## config.mk

```make
export PLATFORM = sky130hd
export DESIGN_NAME = out_gain
export DESIGN_NICKNAME = d
export VERILOG_FILES = /design/src/rtl/out_gain_pkg.sv /design/src/rtl/out_gain_gain_slew.sv /design/src/rtl/out_gain.sv
export SDC_FILE = /design/constraint.sdc
export NUM_CORES = 1
export LEC_CHECK = 0
export CAP_MARGIN = 20
export CORE_ASPECT_RATIO = 0.9
export CORE_UTILIZATION = 45
export DETAILED_ROUTE_END_ITERATION = 10
export PLACE_DENSITY_LB_ADDON = 0.1
export SLEW_MARGIN = 20
export SYNTH_ARGS = -nofsm -noshare
export SYNTH_HDL_FRONTEND = slang
export SYNTH_SLANG_ARGS = --single-unit
```

## constraint.sdc

```tcl
create_clock -name clk -period 7.33 [get_ports clk]
set_input_delay 1.466 -clock clk [delete_from_list [all_inputs] [get_ports clk]]
set_output_delay 1.466 -clock clk [all_outputs]
set_load 0.01 [all_outputs]
```

## src/rtl/out_gain_pkg.sv

```systemverilog
`default_nettype none
//==============================================================================
// out_gain_pkg : shared widths, constants and saturation helper for out_gain
// Rev 1.0
//==============================================================================
package out_gain_pkg;

   localparam int SIG_W      = 16;
   localparam int GAIN_W     = 8;
   localparam int UNITY_GAIN = 1 << (GAIN_W - 1);
   localparam int MIDSCALE   = 1 << (SIG_W - 1);

   typedef logic [SIG_W-1:0]  sample_t;
   typedef logic [GAIN_W-1:0] gain_t;

   // Clamp a wide signed value into the signed SIG_W sample range.
   function automatic logic signed [SIG_W-1:0] sat_s(input logic signed [31:0] x);
      logic signed [31:0] hi;
      logic signed [31:0] lo;
      hi = MIDSCALE - 1;
      lo = -MIDSCALE;
      if (x > hi)
         return hi[SIG_W-1:0];
      else if (x < lo)
         return lo[SIG_W-1:0];
      else
         return x[SIG_W-1:0];
   endfunction

endpackage
`default_nettype wire

```

## src/rtl/out_gain_gain_slew.sv

```systemverilog
`default_nettype none
//==============================================================================
// gain_slew : moves cur_gain one LSB toward target per step (option: OUT_GAIN_ZC_EN)
// Rev 1.0
//==============================================================================
module gain_slew
   import out_gain_pkg::*;
#(
   parameter int GAIN_BITS  = GAIN_W,
   parameter int ZC_TIMEOUT = 1024
) (
   input  logic                 clk,
   input  logic                 reset_n,
   input  logic                 step_en,
   input  logic [GAIN_BITS-1:0] target,
   input  logic                 sign,
   output logic [GAIN_BITS-1:0] cur_gain
);

   logic move;

`ifdef OUT_GAIN_ZC_EN
   localparam int CNT_W = (ZC_TIMEOUT > 1) ? $clog2(ZC_TIMEOUT) : 1;

   logic             prev_sign;
   logic [CNT_W-1:0] zc_cnt;

   // Step on a sign change, or when the sample count since the last step runs out.
   always_comb begin
      move = step_en && ((sign != prev_sign) || (zc_cnt == CNT_W'(ZC_TIMEOUT - 1)));
   end

   always_ff @(posedge clk or negedge reset_n) begin
      if (!reset_n) begin
         prev_sign <= 1'b0;
         zc_cnt    <= '0;
      end else if (step_en) begin
         prev_sign <= sign;
         zc_cnt    <= move ? '0 : zc_cnt + 1'b1;
      end
   end
`else
   always_comb begin
      move = step_en;
   end
`endif

   always_ff @(posedge clk or negedge reset_n) begin
      if (!reset_n)
         cur_gain <= '0;
      else if (move && (cur_gain != target))
         cur_gain <= (cur_gain < target) ? cur_gain + 1'b1 : cur_gain - 1'b1;
   end

endmodule
`default_nettype wire

```

## src/rtl/out_gain.sv

```systemverilog
`default_nettype none
//==============================================================================
// out_gain : output volume stage - gain slew, scale, saturate (option: OUT_GAIN_ZC_EN)
// Rev 1.0
//==============================================================================
module out_gain
   import out_gain_pkg::*;
#(
   parameter int SIG_BITS   = SIG_W,
   parameter int GAIN_BITS  = GAIN_W,
   parameter int ZC_TIMEOUT = 1024
) (
   input  logic                 clk,
   input  logic                 reset_n,
   input  logic [SIG_BITS-1:0]  in,
   input  logic                 in_valid,
   input  logic [GAIN_BITS-1:0] gain,
   output logic [SIG_BITS-1:0]  out,
   output logic                 out_valid,
   output logic [GAIN_BITS-1:0] cur_gain
);

   localparam int P_W = SIG_BITS + GAIN_BITS + 1;

   logic signed [SIG_BITS-1:0] centred;
   logic signed [SIG_BITS-1:0] d1;
   logic [GAIN_BITS-1:0]       g1;
   logic                       v1;
   logic signed [P_W-1:0]      p2;
   logic                       v2;
   logic signed [31:0]         q2;
   logic signed [SIG_BITS-1:0] sat2;

   assign centred = {~in[SIG_BITS-1], in[SIG_BITS-2:0]};

   gain_slew #(
      .GAIN_BITS  (GAIN_BITS),
      .ZC_TIMEOUT (ZC_TIMEOUT)
   ) u_slew (
      .clk      (clk),
      .reset_n  (reset_n),
      .step_en  (in_valid),
      .target   (gain),
      .sign     (centred[SIG_BITS-1]),
      .cur_gain (cur_gain)
   );

   // S1: centre the sample and latch the gain applied before this strobe's step.
   always_ff @(posedge clk or negedge reset_n) begin
      if (!reset_n) begin
         d1 <= '0;
         g1 <= '0;
         v1 <= 1'b0;
      end else begin
         v1 <= in_valid;
         if (in_valid) begin
            d1 <= centred;
            g1 <= cur_gain;
         end
      end
   end

   always_ff @(posedge clk or negedge reset_n) begin
      if (!reset_n) begin
         p2 <= '0;
         v2 <= 1'b0;
      end else begin
         v2 <= v1;
         if (v1)
            p2 <= P_W'(d1) * P_W'($signed({1'b0, g1}));
      end
   end

   // Unity gain is 2^(GAIN_BITS-1); arithmetic shift floors toward -inf.
   assign q2   = 32'(p2) >>> (GAIN_BITS - 1);
   assign sat2 = sat_s(q2);

   always_ff @(posedge clk or negedge reset_n) begin
      if (!reset_n) begin
         out       <= SIG_BITS'(MIDSCALE);
         out_valid <= 1'b0;
      end else begin
         out_valid <= v2;
         if (v2)
            out <= {~sat2[SIG_BITS-1], sat2[SIG_BITS-2:0]};
      end
   end

endmodule
`default_nettype wire

```

* After elaboration in Yosys (flattened, before gate mapping)
Cells that the tools add are included.
** Word-level totals
- Register bits :: 76
- Input bits :: 27
- Output and inout port bits :: 25
- Logic and storage cells :: 21
** Operators by class
- Add/sub/neg operators :: 2
- Multiply operators :: 1
- $lt $le $gt $ge :: 3
- Eq/ne operators :: 1
- Muxes and demuxes :: 3
- Bitwise operators :: 2
- Reductions and logical operators :: 1
** Operator list (number)
- 2-to-1 mux 16 bit :: 2
- multiplier 16 x 9 -> 25 bit :: 1
- > comparator 18 x 16 -> 1 bit (second input constant) :: 1
- < comparator 18 x 16 -> 1 bit (second input constant) :: 1
- adder 8 x 1 -> 8 bit (second input constant) :: 1
- < comparator 8 bit :: 1
- 2-to-1 mux 8 bit :: 1
- inequality test 8 bit :: 1
- subtractor 8 x 1 -> 8 bit (second input constant) :: 1
- NOT 1 bit :: 2
- logical AND 1 bit :: 1

* Longest topological paths before layout
Gate-level depths: netlist of run 1.
- Word-level depth :: 4
- Depth in mapped cells :: 19
- Gate-level depth less buffers :: 17

* Hierarchy
Synthesis of run 1 repeated with hierarchy kept, for this count alone.
** Unflattened totals
- Cell total of the unflattened synthesis :: 879
- Area, all modules :: 8010.2 µm²
** Modules (own cells, without submodules)
- out_gain :: times used 1, cells an instance 799, area each 7277.0 µm², sequential area each 1527.7 µm²
- gain_slew :: times used 1, cells an instance 80, area each 733.2 µm², sequential area each 200.2 µm²

* Worst setup path after synthesis of run 1
Ideal clock, no wire load.
- Path kind :: register -> register
- Start point :: register g1[2]
- End point :: register p2[23]
- Library setup time :: 0.092 ns
- Arrival :: 4.737 ns
- Required time :: 7.238 ns
- Setup slack :: 2.501 ns
- Stages on the path, launching flop included :: 18
- Buffers on the path :: 2
- Period minus slack after synthesis :: 4.829 ns
- Cells stage by stage :: dfrtp_1 > clkbuf_1 > clkbuf_1 > nand2_1 > fa_1 > inv_1 > fa_1 > inv_1 > fa_1 > fa_1 > inv_1 > ha_1 > and3_1 > nand3_1 > or4_4 > a211oi_2 > nor4_1 > o31ai_2
** On the way
- Word-level cells in the longest chain between the ends :: 1
** Ends and longest elaborated chain
- from (decl) :: line out_gain.sv:27 : logic [GAIN_BITS-1:0] g1;
- from (signal assigned) :: line out_gain.sv:58 : g1 <= cur_gain;
- multiplier 16 x 9 -> 25 bit :: line out_gain.sv:70 : p2 <= P_W'(d1) * P_W'($signed({1'b0, g1}));
- to (signal assigned) :: line out_gain.sv:70
- to (decl) :: line out_gain.sv:29 : logic signed [P_W-1:0] p2;
Every way passes these cells.
A chain may end at the register's enable or synchronous reset.

* Final worst setup path of run 1
- Start point :: register g1[2]
- End point :: register p2[21]
Same word-level chain as after synthesis.

==> results of run 1 <==
## layout by cell type (no fill, tap or decap), types with 3 or more instances in the layout
master,Yosys,layout
clkinv_4,0,3
a21oi_1,21,21
o31ai_2,3,4
o21ai_0,32,32
clkdlybuf4s50_1,0,50
and2_2,5,5
nand2_1,128,128
dfrtp_1,68,68
fa_1,102,102
ha_1,60,60
mux2_2,32,32
xor2_1,8,8
o31ai_1,4,3
nand3_1,6,6
o21a_1,4,4
buf_4,1,3
and2_1,49,49
clkbuf_16,0,9
inv_1,188,188
o211ai_1,17,17
nor2_1,49,49
a21o_1,8,8
xnor2_1,16,16
and3_1,3,3
o21bai_1,4,4
## worst max-delay path, delay by kind of cell (launching register included)
family | cells | cell delay [ps]
buffers and inverters | 3 | 160
adder cells (fa/ha/maj) | 5 | 2440
flip-flops | 1 | 700
AO/OA/AOI/OAI | 2 | 520
AND/OR/NAND/NOR | 5 | 1180
## state kept, by name, indices dropped and copies added (netlist names)
signal	flops
out_valid	1
v1	1
p2	18
v2	1
g1	8
u_slew.cur_gain	8
d1	16
out	16
## final timing paths
| kind | from | endpoint | slack, ps | cells after the start |
|---|---|---|---|---|
| setup / recovery | g1[2] | p2[21] | 2250 | 15 |
| hold / removal | out[15] | out[15] | 460 | 2 |
| setup reg to reg | g1[2] | p2[21] | 2250 | 15 |
| hold reg to reg | out[15] | out[15] | 460 | 2 |
| max in group asynchronous | reset_n | p2[22] | 5400 | 2 |
| min in group asynchronous | reset_n | u_slew.cur_gain[6] | 1320 | 2 |
## layout make-up
cell class,count,area (um^2),area share
tap,235,294,0.0327
multi-input combinational,591,5400,0.601
sequential,69,1730,0.192
clock buffer,9,225,0.0251
clock inverter,7,106,0.0118
timing repair buffer,54,528,0.0588
inverter,188,706,0.0786
## metal layers
metal,wire length (um),vias up,part of all wire
met3,485,16,0.031
met5,0,-,0
met1,7620,2835,0.49
li1,-,2819,-
met4,259,0,0.016
met2,7340,70,0.47
## per-stage QoR
stage,area [um^2],setup slack (ps),utilization,hold slack [ps]
final,8980,2250,0.525,464
after global routing,8980,1900,0.525,486
after CTS,8980,2250,0.524,469
after detailed placement,8650,2200,0.505,457
after global placement,8650,2220,0.505,458
after floorplan,8000,2500,-,352
## cells by family (layout without fill, tap and decap cells)
| family | count (synthesis) | count (layout) |
|---|---|---|
| muxes | 33 | 33 |
| AOI/OAI and AO/OA | 117 | 117 |
| buffers and inverters | 227 | 258 |
| adders and majority gates | 162 | 162 |
| xor gates and xnor gates | 24 | 24 |
| and+or+nand+nor | 255 | 255 |
| DFF | 69 | 69 |
==> results.md, run 1 <==
- Worst clock skew: 8.87 ps
- Clock root buffer: clkbuf_16
- First-pass GRT wire length: around 29 mm
- Synth warn: 0
- Max-slew violation count: 0
- Synth cell count leaders: 188 x inv_1, 128 x nand2_1, 102 x fa_1
- Clk sink count: between 60 and 70
- Synth async-reset ratio: 1.00
- Main combinational cell family by area after synthesis: adder cells
- Max Buffers Root-to-Sink: 2
- Hold buffer count at cts: 0
- CTS tree: done
- Outcome: finished, final reports clean
- Buffer count from post-CTS setup fixing: 0
- Critical Path Max Stage Delay: approximately 700 ps
- Initial antenna violation count: 0
- TritonCTS Buffers: 9
- DRT Wirelength: about 16 mm
- IO buf count: 51
- Dominant synthesized flop cell: dfrtp_1
- Final setup TNS: 0 ps
- Top cell type by total area after synthesis: fa_1
- CP endpoint kind: register
- First-pass DRT Iterations: 4
- Die height: around 130 um
- Ports: 52
- Avg Inst Size Synth: around 9.0 um^2
- Worst setup SP type: register
- Vias in the first global route: 6,123
- Worst EP arrival: roughly 5300 ps
- Tmin final: between 5000 and 6000 ps
- Met3 Track Usage GR: 0.0380
- Slowest cell on crit path: dfrtp_1
- Chip width: ~140 um
- CP Cell Sequence: nand2_1, fa_1, inv_1, fa_1, inv_1, fa_1, fa_1, inv_1, ha_1, and3_1, nand3_1, or4_4, a21oi_1, nor4_1, o31ai_2
- GPL Wtd Cong: slightly below 0.9
- Vias: between 5k and 6k
- Detailed Place HPWL: roughly 12 mm
- CP Class: reg2reg
- FP Rows: 45
- Ant diodes: 0
- Fmax: around 200 MHz
- Post-Syn Nets: approximately 1.1k
- Residual DRC: 0
- Met2 usage: 0.341
- Sequential fraction of the synthesis area: 0.216
- Crit path required time: 7590 ps
- Clk slew on worst S/H paths: 60 ps
- DRT iter0 DRCs: approximately 210
- Hold Fails Final Rpt: 0
- CP dominant cell by count: fa_1
- Max-Cap Viols: 0
- Layout area overhead: 12.3%
- Top cell type's share of synthesized area: 0.255
- Seq cells post-synth: between 60 and 70
- Unrepaired setup endpoints after global routing: false
- Fillers: approximately 1.7k
- Final #Nets: 1,102
- Post-cts resize count: 0
- Post-synth EDFFs: 0
- Antenna Nets Post-Route: 0
- Ranking of synthesized cells by area: fa_1 26%, dfrtp_1 21%, ha_1 9.4%
- Fin cells: 1,153
- Rel. slew slack: 0.363
- Die area: about 18,000 um^2
- Syn Std Cell Area: around 8000 um^2
- Wire length per cell: ~14 um
- Worst-path maximum fanout: 17
- H-tree depth: 3
- Cell variety after synth: 60
- Simple-gate portion of the synthesized area: 0.147
- Pin count of the biggest net entering global routing: 70
- Placed Instances: 1,137
- GRT Overall Usage: 0.203
- Core Area: approximately 17,000 um^2
- Period utilization: 0.693
- Compound-Gate Fraction of Synth Area: 0.105
- Worst hold path class: reg2reg
- Layout cells sized above 1: 0.0806
- Met1 usage: 0.271
- Worst Tran Pin Value: 955 ps
- Worst-Skew Late Latency: between 300 and 400 ps
- Post-synthesis mux area share: 0.0463
- Post-Syn Instances: between 800 and 900
- Initial Utilization: 0.467
- XOR/XNOR share of the synthesized area: 0.0263
- DR vias/cell: between 4 and 5
- Setup Viol. Count Final: 0
- Gr ovfl total: 0
- Gr busiest metal: met2
- Most common cell in the synthesized netlist: inv_1
- Adder-Cell Fraction of Synth Area: 0.349
Power of run 1 is not shown: default switching activity piles up to over one toggle a cycle in this logic, so the estimate is an artifact.
==> run 2, diff against run 1 <==
Clock period 7.33 ns to 4.6 ns, I/O delays scaled along.
==> results.md, run 2 (synthesized netlist as in run 1, its figures left out) <==
- Outcome: finished, violations left
- Failing checks: setup timing
- Register with the most flip-flops: p2
- Worst EP arrival: just under 5000 ps
- Worst setup path endpoint: p2[21]
- Layout area overhead: 25.6%
- Tmin final: about 4600 ps
- Worst clock skew: between 6 and 7 ps
- DR vias/cell: ~4.9
- Gr ovfl total: 0
- Max-Cap Viols: 0
- Reg2reg start: g1[3]
- First-pass GRT wire length: roughly 30 mm
- FP Rows: 45
- Pin count of the biggest net entering global routing: 70
- Hold WS: between 400 and 500 ps
- Hold buffer count at cts: 0
- Clk slew on worst S/H paths: approximately 60 ps
- Ports: 52
- Worst Tran Pin Value: about 970 ps
- Pre-CTS setup slack: -200 ps
- Vias in the first global route: approximately 6.3k
- Die height: approximately 130 um
- H-tree depth: 3
- Setup Viol. Count Final: 2
- Ant diodes: 0
- Residual DRC: 0
- Unrepaired setup endpoints after global routing: true
- CTS tree: done
- Crit path required time: 4810 ps
- Worst-path maximum fanout: 5
- Clock root buffer: clkbuf_16
- Initial Utilization: 0.467
- Final setup margin: -9.49 ps
- Max Buffers Root-to-Sink: 2
- IO buf count: 51
- Layout cells sized above 1: 0.222
- Fin util: 0.587
- CP Class: reg2reg
- Core Area: roughly 17,000 um^2
- Setup crit start: g1[3]
- Antenna Nets Post-Route: 0
- First-pass DRT Iterations: 5
- Detailed Place HPWL: roughly 13 mm
- Chip width: ~140 um
- Rel. slew slack: 0.356
- GPL Wtd Cong: approximately 0.81
- Period utilization: 1.00
- Cell Area, Placed: just over 9000 um^2
- GRT Overall Usage: 0.209
- Initial antenna violation count: 0
- Worst setup SP type: register
- Fmax: about 220 MHz
- Clk sink count: between 60 and 70
- Max-slew violation count: 0
- DRT Wirelength: around 17 mm
- DRT iter0 DRCs: roughly 270
- Die area: roughly 18,000 um^2
- Worst Reg-to-Reg Cells: 15
- TritonCTS Buffers: 9
- CP endpoint kind: register
- Biggest regs: p2 (18), d1 (16), out (16)
- Wire length per cell: 13.7 um
- Worst-Skew Late Latency: approximately 340 ps
- Largest register FFs: 18
- Cell area after layout: 10,000 um^2
- Vias: a little over 6k
- Most common cell after layout, fill and taps aside: inv_1
- Hold Fails Final Rpt: 0
- Most frequent cells in the layout: 184 x inv_1, 120 x nand2_1, 99 x fa_1
- Worst reg-to-reg setup slack: -9 ps
- Worst reg2reg endpoint: p2[21]
- Worst hold path class: reg2reg
- Final #Nets: 1,194
-- run 2: what timing repair did --
item | 4_1_cts | 5_1_grt
setup endpoints to repair | 12 | 14
setup buffers | 14 | 8
pin swaps | 24 | 32
endpoints found under the hold margin | 0 | 0
gates resized for setup | 31 | 53
-- run 2: layout make-up --
type	instances	area (um^2)
inverters	188	706
clock inverters	5	106
well taps	235	294
multi-input cells	591	5670
flip-flops and latches	69	1750
fillers	1576	7070
clock buffers	11	243
repair buffers	146	1280
-- run 2: worst min path at each step --
| stage | from | to | slack, ps | depth (start not counted) |
|---|---|---|---|---|
| after global placement | out[15] | out[15] | 460 | 2 |
| after CTS | out[15] | out[15] | 480 | 2 |
| after floorplan | v1 | v2 | 350 | 0 |
| final | out[15] | out[15] | 470 | 2 |
| after detailed placement | out[15] | out[15] | 460 | 2 |
| after global routing | out[15] | out[15] | 480 | 2 |
-- run 2: per-layer routing --
layer  wire (um)  share of wire  vias up  GRT usage
met4         210          0.012        0     0.0550
li1            -              -     2998          -
met1        7960           0.47     3020      0.278
met5           0              0        -          0
met2        8410           0.49       74      0.358
met3         499          0.029       12     0.0316
-- run 2: critical path, stage by stage, from the launching register on --
cell	delay [ps]
dfrtp_2	440
buf_12	140
and2_4	130
fa_1	530
inv_1	50
fa_1	460
fa_1	500
fa_1	560
inv_2	50
ha_4	260
and3_4	180
nand3_2	60
or4_4	600
a21oi_2	260
o31a_1	200
o31ai_2	60
-- run 2: through the flow --
stage,setup TNS (ps),cells
detailed placement,-986,1207
finish,-18.5,1245
CTS,-8.09,1237
global route,-1060,1245
floorplan,0,887
global placement,-697,1207
Power of run 2 is left out for the same reason.
